<file path="src/rtl/alu_divider_seq_pkg.sv">
// Shared definitions for the sequential ALU divider: datapath width, counter width
// and the control state encoding.
package alu_divider_seq_pkg;

  localparam int ALU_W     = 16;
  localparam int ALU_CNT_W = 5;

  typedef enum logic [1:0] {
    IDLE = 2'd0,
    CALC = 2'd1,
    FIX  = 2'd2,
    DONE = 2'd3
  } div_state_t;

endpackage

</file>
<file path="src/rtl/alu_divider_seq_if.sv">
// Execute-stage handshake to the divider: start/busy/done plus operands, results and flags.
interface alu_divider_seq_if
  import alu_divider_seq_pkg::*;
#(
  parameter int L = ALU_W
);

  logic                start;
  logic signed [L-1:0] dividend;
  logic signed [L-1:0] divisor;
  logic                busy;
  logic                done;
  logic signed [L-1:0] quotient;
  logic signed [L-1:0] remainder;
  logic                div_by_zero;
  logic                overflow;

  modport master (
    output start, dividend, divisor,
    input  busy, done, quotient, remainder, div_by_zero, overflow
  );

  modport slave (
    input  start, dividend, divisor,
    output busy, done, quotient, remainder, div_by_zero, overflow
  );

endinterface

</file>
<file path="src/rtl/alu_divider_seq_adder.sv">
// Ripple-style full adder used as the divider's trial subtractor (A + ~B + 1);
// carry-out high means A >= B.
module alu_divider_seq_adder #(
  parameter int W = 16
) (
  input  logic [W-1:0] i_a,
  input  logic [W-1:0] i_b,
  input  logic         i_cin,
  output logic [W-1:0] o_sum,
  output logic         o_cout
);

  logic [W:0] w_full;

  assign w_full = {1'b0, i_a} + {1'b0, i_b} + {{W{1'b0}}, i_cin};
  assign o_sum  = w_full[W-1:0];
  assign o_cout = w_full[W];

endmodule

</file>
<file path="src/rtl/alu_divider_seq.sv">
// Sequential signed divider: restoring shift-subtract on magnitudes, one quotient bit
// per clock, sign fix-up afterwards; fixed l+2 edge latency from accept to done.
module alu_divider_seq
  import alu_divider_seq_pkg::*;
#(
  parameter int l     = ALU_W,
  parameter int CNT_W = ALU_CNT_W
) (
  input  logic             clk,
  input  logic             rst,
  alu_divider_seq_if.slave bus
);

  localparam logic [l-1:0]     ONE      = {{(l-1){1'b0}}, 1'b1};
  localparam logic [l-1:0]     MIN_NEG  = {1'b1, {(l-1){1'b0}}};
  localparam logic [CNT_W-1:0] CNT_ONE  = {{(CNT_W-1){1'b0}}, 1'b1};
  localparam logic [CNT_W-1:0] CNT_LAST = CNT_W'(l-1);

  div_state_t          r_state;
  logic [CNT_W-1:0]    r_cnt;
  logic [l-1:0]        r_rem, r_quo, r_dabs;
  logic signed [l-1:0] r_dvd;
  logic                r_neg_q, r_neg_r, r_zero, r_ovf_case;
  logic                r_busy, r_done, r_dbz, r_ovf;
  logic [l-1:0]        r_q, r_r;

  logic [l:0]          w_rem_sh;
  logic [l-1:0]        w_diff;
  logic                w_cout, w_ge;

  function automatic logic [l-1:0] mag(input logic signed [l-1:0] v);
    logic [l-1:0] u;
    u = v;
    return u[l-1] ? (~u + ONE) : u;
  endfunction

  function automatic logic [l-1:0] cond_neg(input logic [l-1:0] v, input logic n);
    return n ? (~v + ONE) : v;
  endfunction

  // The shifted partial remainder can reach l+1 bits; its top bit alone already
  // proves it exceeds any l-bit divisor magnitude, so an l-bit subtractor suffices.
  assign w_rem_sh = {r_rem, r_quo[l-1]};

  alu_divider_seq_adder #(.W(l)) u_trial (
    .i_a    (w_rem_sh[l-1:0]),
    .i_b    (~r_dabs),
    .i_cin  (1'b1),
    .o_sum  (w_diff),
    .o_cout (w_cout)
  );

  assign w_ge = w_rem_sh[l] | w_cout;

  always_ff @(posedge clk) begin
    if (rst) begin
      r_state <= IDLE;
      r_busy  <= 1'b0;
      r_done  <= 1'b0;
      r_cnt   <= '0;
      r_q     <= '0;
      r_r     <= '0;
      r_dbz   <= 1'b0;
      r_ovf   <= 1'b0;
    end else begin
      r_done <= 1'b0;
      case (r_state)
        IDLE: begin
          // busy is still high in the done cycle, which blocks a start there
          if (r_done) begin
            r_busy <= 1'b0;
          end else if (!r_busy && bus.start) begin
            r_dvd      <= bus.dividend;
            r_quo      <= mag(bus.dividend);
            r_dabs     <= mag(bus.divisor);
            r_neg_q    <= bus.dividend[l-1] ^ bus.divisor[l-1];
            r_neg_r    <= bus.dividend[l-1];
            r_zero     <= (bus.divisor == '0);
            r_ovf_case <= (bus.dividend == MIN_NEG) && (bus.divisor == '1);
            r_rem      <= '0;
            r_cnt      <= CNT_LAST;
            r_busy     <= 1'b1;
            r_state    <= CALC;
          end
        end
        CALC: begin
          r_rem <= w_ge ? w_diff : w_rem_sh[l-1:0];
          r_quo <= {r_quo[l-2:0], w_ge};
          r_cnt <= r_cnt - CNT_ONE;
          if (r_cnt == '0) r_state <= FIX;
        end
        FIX: begin
          if (r_zero) begin
            r_q   <= '1;
            r_r   <= r_dvd;
            r_dbz <= 1'b1;
            r_ovf <= 1'b0;
          end else begin
            r_q   <= cond_neg(r_quo, r_neg_q);
            r_r   <= cond_neg(r_rem, r_neg_r);
            r_dbz <= 1'b0;
            r_ovf <= r_ovf_case;
          end
          r_state <= DONE;
        end
        DONE: begin
          r_done  <= 1'b1;
          r_state <= IDLE;
        end
        default: r_state <= IDLE;
      endcase
    end
  end

  assign bus.busy        = r_busy;
  assign bus.done        = r_done;
  assign bus.quotient    = r_q;
  assign bus.remainder   = r_r;
  assign bus.div_by_zero = r_dbz;
  assign bus.overflow    = r_ovf;

endmodule

</file>
<file path="src/flat_wrapper.sv">
// flat-port wrapper written by rule: the top's interface ports become plain ports
module alu_divider_seq_flat import alu_divider_seq_pkg::*;
#(
  parameter int l     = ALU_W,
  parameter int CNT_W = ALU_CNT_W
)
  (clk, rst, bus_start, bus_dividend, bus_divisor, bus_busy, bus_done, bus_quotient, bus_remainder, bus_div_by_zero, bus_overflow);
  alu_divider_seq_if #(.L(16)) bus_i ();
  input  logic clk;
  input  logic rst;
  input wire logic [$bits(bus_i.start)-1:0] bus_start;
  input wire logic [$bits(bus_i.dividend)-1:0] bus_dividend;
  input wire logic [$bits(bus_i.divisor)-1:0] bus_divisor;
  output wire logic [$bits(bus_i.busy)-1:0] bus_busy;
  output wire logic [$bits(bus_i.done)-1:0] bus_done;
  output wire logic [$bits(bus_i.quotient)-1:0] bus_quotient;
  output wire logic [$bits(bus_i.remainder)-1:0] bus_remainder;
  output wire logic [$bits(bus_i.div_by_zero)-1:0] bus_div_by_zero;
  output wire logic [$bits(bus_i.overflow)-1:0] bus_overflow;
  assign bus_i.start = bus_start;
  assign bus_i.dividend = bus_dividend;
  assign bus_i.divisor = bus_divisor;
  assign bus_busy = bus_i.busy;
  assign bus_done = bus_i.done;
  assign bus_quotient = bus_i.quotient;
  assign bus_remainder = bus_i.remainder;
  assign bus_div_by_zero = bus_i.div_by_zero;
  assign bus_overflow = bus_i.overflow;
  alu_divider_seq #(.l(l), .CNT_W(CNT_W)) u_core (.clk(clk), .rst(rst), .bus(bus_i));
endmodule
</file>
<file path="config.mk">
export PLATFORM = sky130hd
export DESIGN_NAME = alu_divider_seq_flat
export DESIGN_NICKNAME = d
export VERILOG_FILES = /design/src/rtl/alu_divider_seq_pkg.sv /design/src/rtl/alu_divider_seq_if.sv /design/src/rtl/alu_divider_seq_adder.sv /design/src/rtl/alu_divider_seq.sv /design/src/flat_wrapper.sv
export SDC_FILE = /design/constraint.sdc
export NUM_CORES = 1
export LEC_CHECK = 0
export CAP_MARGIN = 20
export CORE_UTILIZATION = 61
export DETAILED_ROUTE_END_ITERATION = 8
export HOLD_SLACK_MARGIN = 0.06
export PLACE_DENSITY_LB_ADDON = 0.3
export SLEW_MARGIN = 20
export SYNTH_ARGS = -nofsm -noshare
export SYNTH_HDL_FRONTEND = slang
export SYNTH_SLANG_ARGS = --single-unit
</file>
<file path="constraint.sdc">
create_clock -name clk -period 7.6 [get_ports clk]
set_input_delay 1.14 -clock clk [delete_from_list [all_inputs] [get_ports clk]]
set_output_delay 1.14 -clock clk [all_outputs]
set_load 0.05 [all_outputs]
</file>
==> impl_results.md <==
* Power per Cell Area at 355 nW/um^2
* Min-delay worst type: reg -> reg
* Syn nets at 700
* Die width at 103 um
* Core footprint at 9820 um^2
* Max IR drop VDD at 0.208 mV
* Fmax at 0.321 GHz
* Clock Tree Buf Depth at 2
* CTS root buf: clkbuf_8
* Post CTS Setup Buffer Count at 0
* Vias in the first global route at 4696
* Total global-route track usage at 28.1%
* Fin. Hold Viols at 0
* Relative slew margins at 52.9%
* Share of the synthesized area in the top cell type at 32.3%
* Post-Route WL at 14.2 mm
* CTS tree: yes
* EDFF count, synth at 67
* Initial DRT Pass Iterations at 5
* ANT cells at 0
* Critical path peak fanout at 6
* Worst setup path startpoint: bus_dividend[2]
* Number of synthesis warnings at 0
* Mapped cell area at 6230 um^2
* Clk sinks at 110
* FP Rows at 36
* Cells after Synth at 636
* First-pass GRT wire length at 22.5 mm
* Final Cycle Share at 41.0%
* Synth cell types at 51
* Nets at 759
* Die footprint at 10600 um^2
* Fin crit period at 3.12 ns
* GR Overflow Total at 0
* # IOs at 71
* I/O Buffers at 70
* PostCTS Resize Cnt at 0
* Share of layout cells above drive strength 1 at 4.29%
* Post-route ant nets at 0
* Crit end category: flop
* Worst slew pin tran at 0.706 ns
* DRC at 0
* Vert. Die Dim at 103 um
* Layout area overhead at 15.6%
* Iteration-0 DRC Markers at 430
* Crit start category: input port
* Setup TNS at 0 ns
* CTS H-tree lvls at 3
* CTS Buf Count at 9
* Vias at 5085
* Reg clk slew, reported paths at 0.10 ns
* Final core occ at 73.3%
* Hold-fix buffers, CTS at 0
* HPWL Detailed at 10.4 mm
* Critical path arrival at 3.25 ns
* GP Congestion at 0.891
* Clock Skews at 0.0128 ns
* Final Power at 2.55 mW
* Largest net degree at the start of global routing at 47
* Status: finished, final reports clean
* Initial antenna violation count at 0
* Leakage at 2.61 nW
* Vias/cell at 6.10
* Max-cap violations at 0
* RSZ-0062 raised after global routing: no
* Main flop type after synthesis: edfxtp_1
* Initial Util at 63.4%
* Reg2reg start: u_core.r_rem[3]$_SDFFCE_PN0P_
* Ranking of synthesized cells by area: edfxtp_1, dfxtp_1, ha_1
* Ys async rst share at 0%
* # setup viols final at 0
* Hold Crit Start: u_core.bus.remainder[12]$_SDFFE_PP0P_
* Worst EP required at 7.73 ns
* Register area share after synthesis at 46.1%
* Slew Limit Fails at 0
* WL/cell at 17.1 um
* Post-Syn Area per Cell at 9.79 um^2
* Post-synthesis register bit count at 110
* Synth area leader: edfxtp_1
* Clk_lat worst skew at 0.38 ns
* Filler cells at 732
* WS Path Type: in -> reg
-- per-stage QoR --
step	setup WS, ns	instances	cell area [um^2]	hold slack, ns
after floorplan	4.13	636	6230	0.472
after detailed placement	4.10	817	7030	0.456
after CTS	4.41	833	7190	0.472
after global routing	4.33	833	7200	0.504
after global placement	4.15	817	7030	0.453
final	4.48	833	7200	0.471
-- kinds of logic after synthesis --
family          share of synthesized area, %
compound gates                          17.9
xor+xnor                                9.00
fa+ha+maj                               5.95
buf+inv                                 3.86
flops                                   46.1
mux                                     2.43
simple gates                            14.8
-- Yosys cell counts (7+ instances only) --
library cell and count:
nor3_1 9, o31ai_1 17, a22o_1 13, dfxtp_1 43
nand2_1 57, a311oi_1 8, o21ai_0 43, inv_1 34
ha_1 28, or3_1 10, nor2_1 64, clkbuf_1 22
nand3_1 8, mux2i_1 14, o22ai_1 12, edfxtp_1 67
a21oi_1 19, a211oi_1 7, xnor2_1 36, nand2b_1 17
xor2_1 28
-- area by class of cell --
class	instances	area (um^2)	share of cell area [%]
timing repair buffer	76	746	10.4
multi-input combinational	464	3120	43.4
tap	133	166	2.31
clock buffer	9	124	1.72
inverter	34	128	1.77
clock inverter	7	38.8	0.539
sequential	110	2870	39.9
-- report_power, final --
part           leakage (nW)  switching, mW  total [mW]  internal (mW)
Clock                0.0804          0.200       0.316          0.116
Sequential            0.976          0.158        1.00          0.846
Combinational          1.55          0.753        1.23          0.478
Total                  2.61           1.11        2.55           1.44
-- worst max-delay path, stage by stage --
cell and delay, ns:
clkdlybuf4s50_1 0.51, nor4_1 0.42, nand2_1 0.19, or3_1 0.42, o41ai_1 0.32, xor2_1 0.18
o21ai_1 0.07
-- cell usage in the layout (no fill, tap or decap), types with 14 or more instances in the layout --
cell,Yosys,final
edfxtp_1,67,67
nand2b_1,17,17
dfxtp_1,43,43
ha_1,28,28
nand2_1,57,57
xor2_1,28,28
o31ai_1,17,17
a21oi_1,19,19
nor2_1,64,61
o21ai_0,43,43
inv_1,34,34
mux2i_1,14,14
xnor2_1,36,36
clkdlybuf4s50_1,0,70
-- sequential cells by signal, summed over array words and instances (netlist names) --
name                    count
u_core.bus.quotient        16
u_core.bus.remainder       16
u_core.r_dabs              16
u_core.r_quo               16
u_core.r_rem               16
u_core.r_dvd               15
u_core.r_cnt                5
u_core.r_state              2
u_core.bus.busy             1
u_core.bus.div_by_zero      1
u_core.bus.done             1
u_core.bus.overflow         1
u_core.r_neg_q              1
u_core.r_neg_r              1
u_core.r_ovf_case           1
u_core.r_zero               1
-- final timing paths --
kind | slack, ns | depth (start not counted) | end
worst max-delay path | 4.48 | 7 | u_core.r_quo[14]$_DFFE_PP_
worst min-delay path | 0.47 | 2 | u_core.bus.remainder[12]$_SDFFE_PP0P_
worst max register to register | 4.64 | 7 | u_core.r_quo[0]$_DFFE_PP_
worst min register to register | 0.47 | 2 | u_core.bus.remainder[12]$_SDFFE_PP0P_
-- per-layer routing --
metal	up-vias	global-route usage, %	wire, um
met5	-	0	0
met4	0	9.97	310
met3	27	5.22	955
met2	227	46.1	6910
met1	2398	37.4	6060
li1	2433	-	-
(Power assumes the default switching activity.)
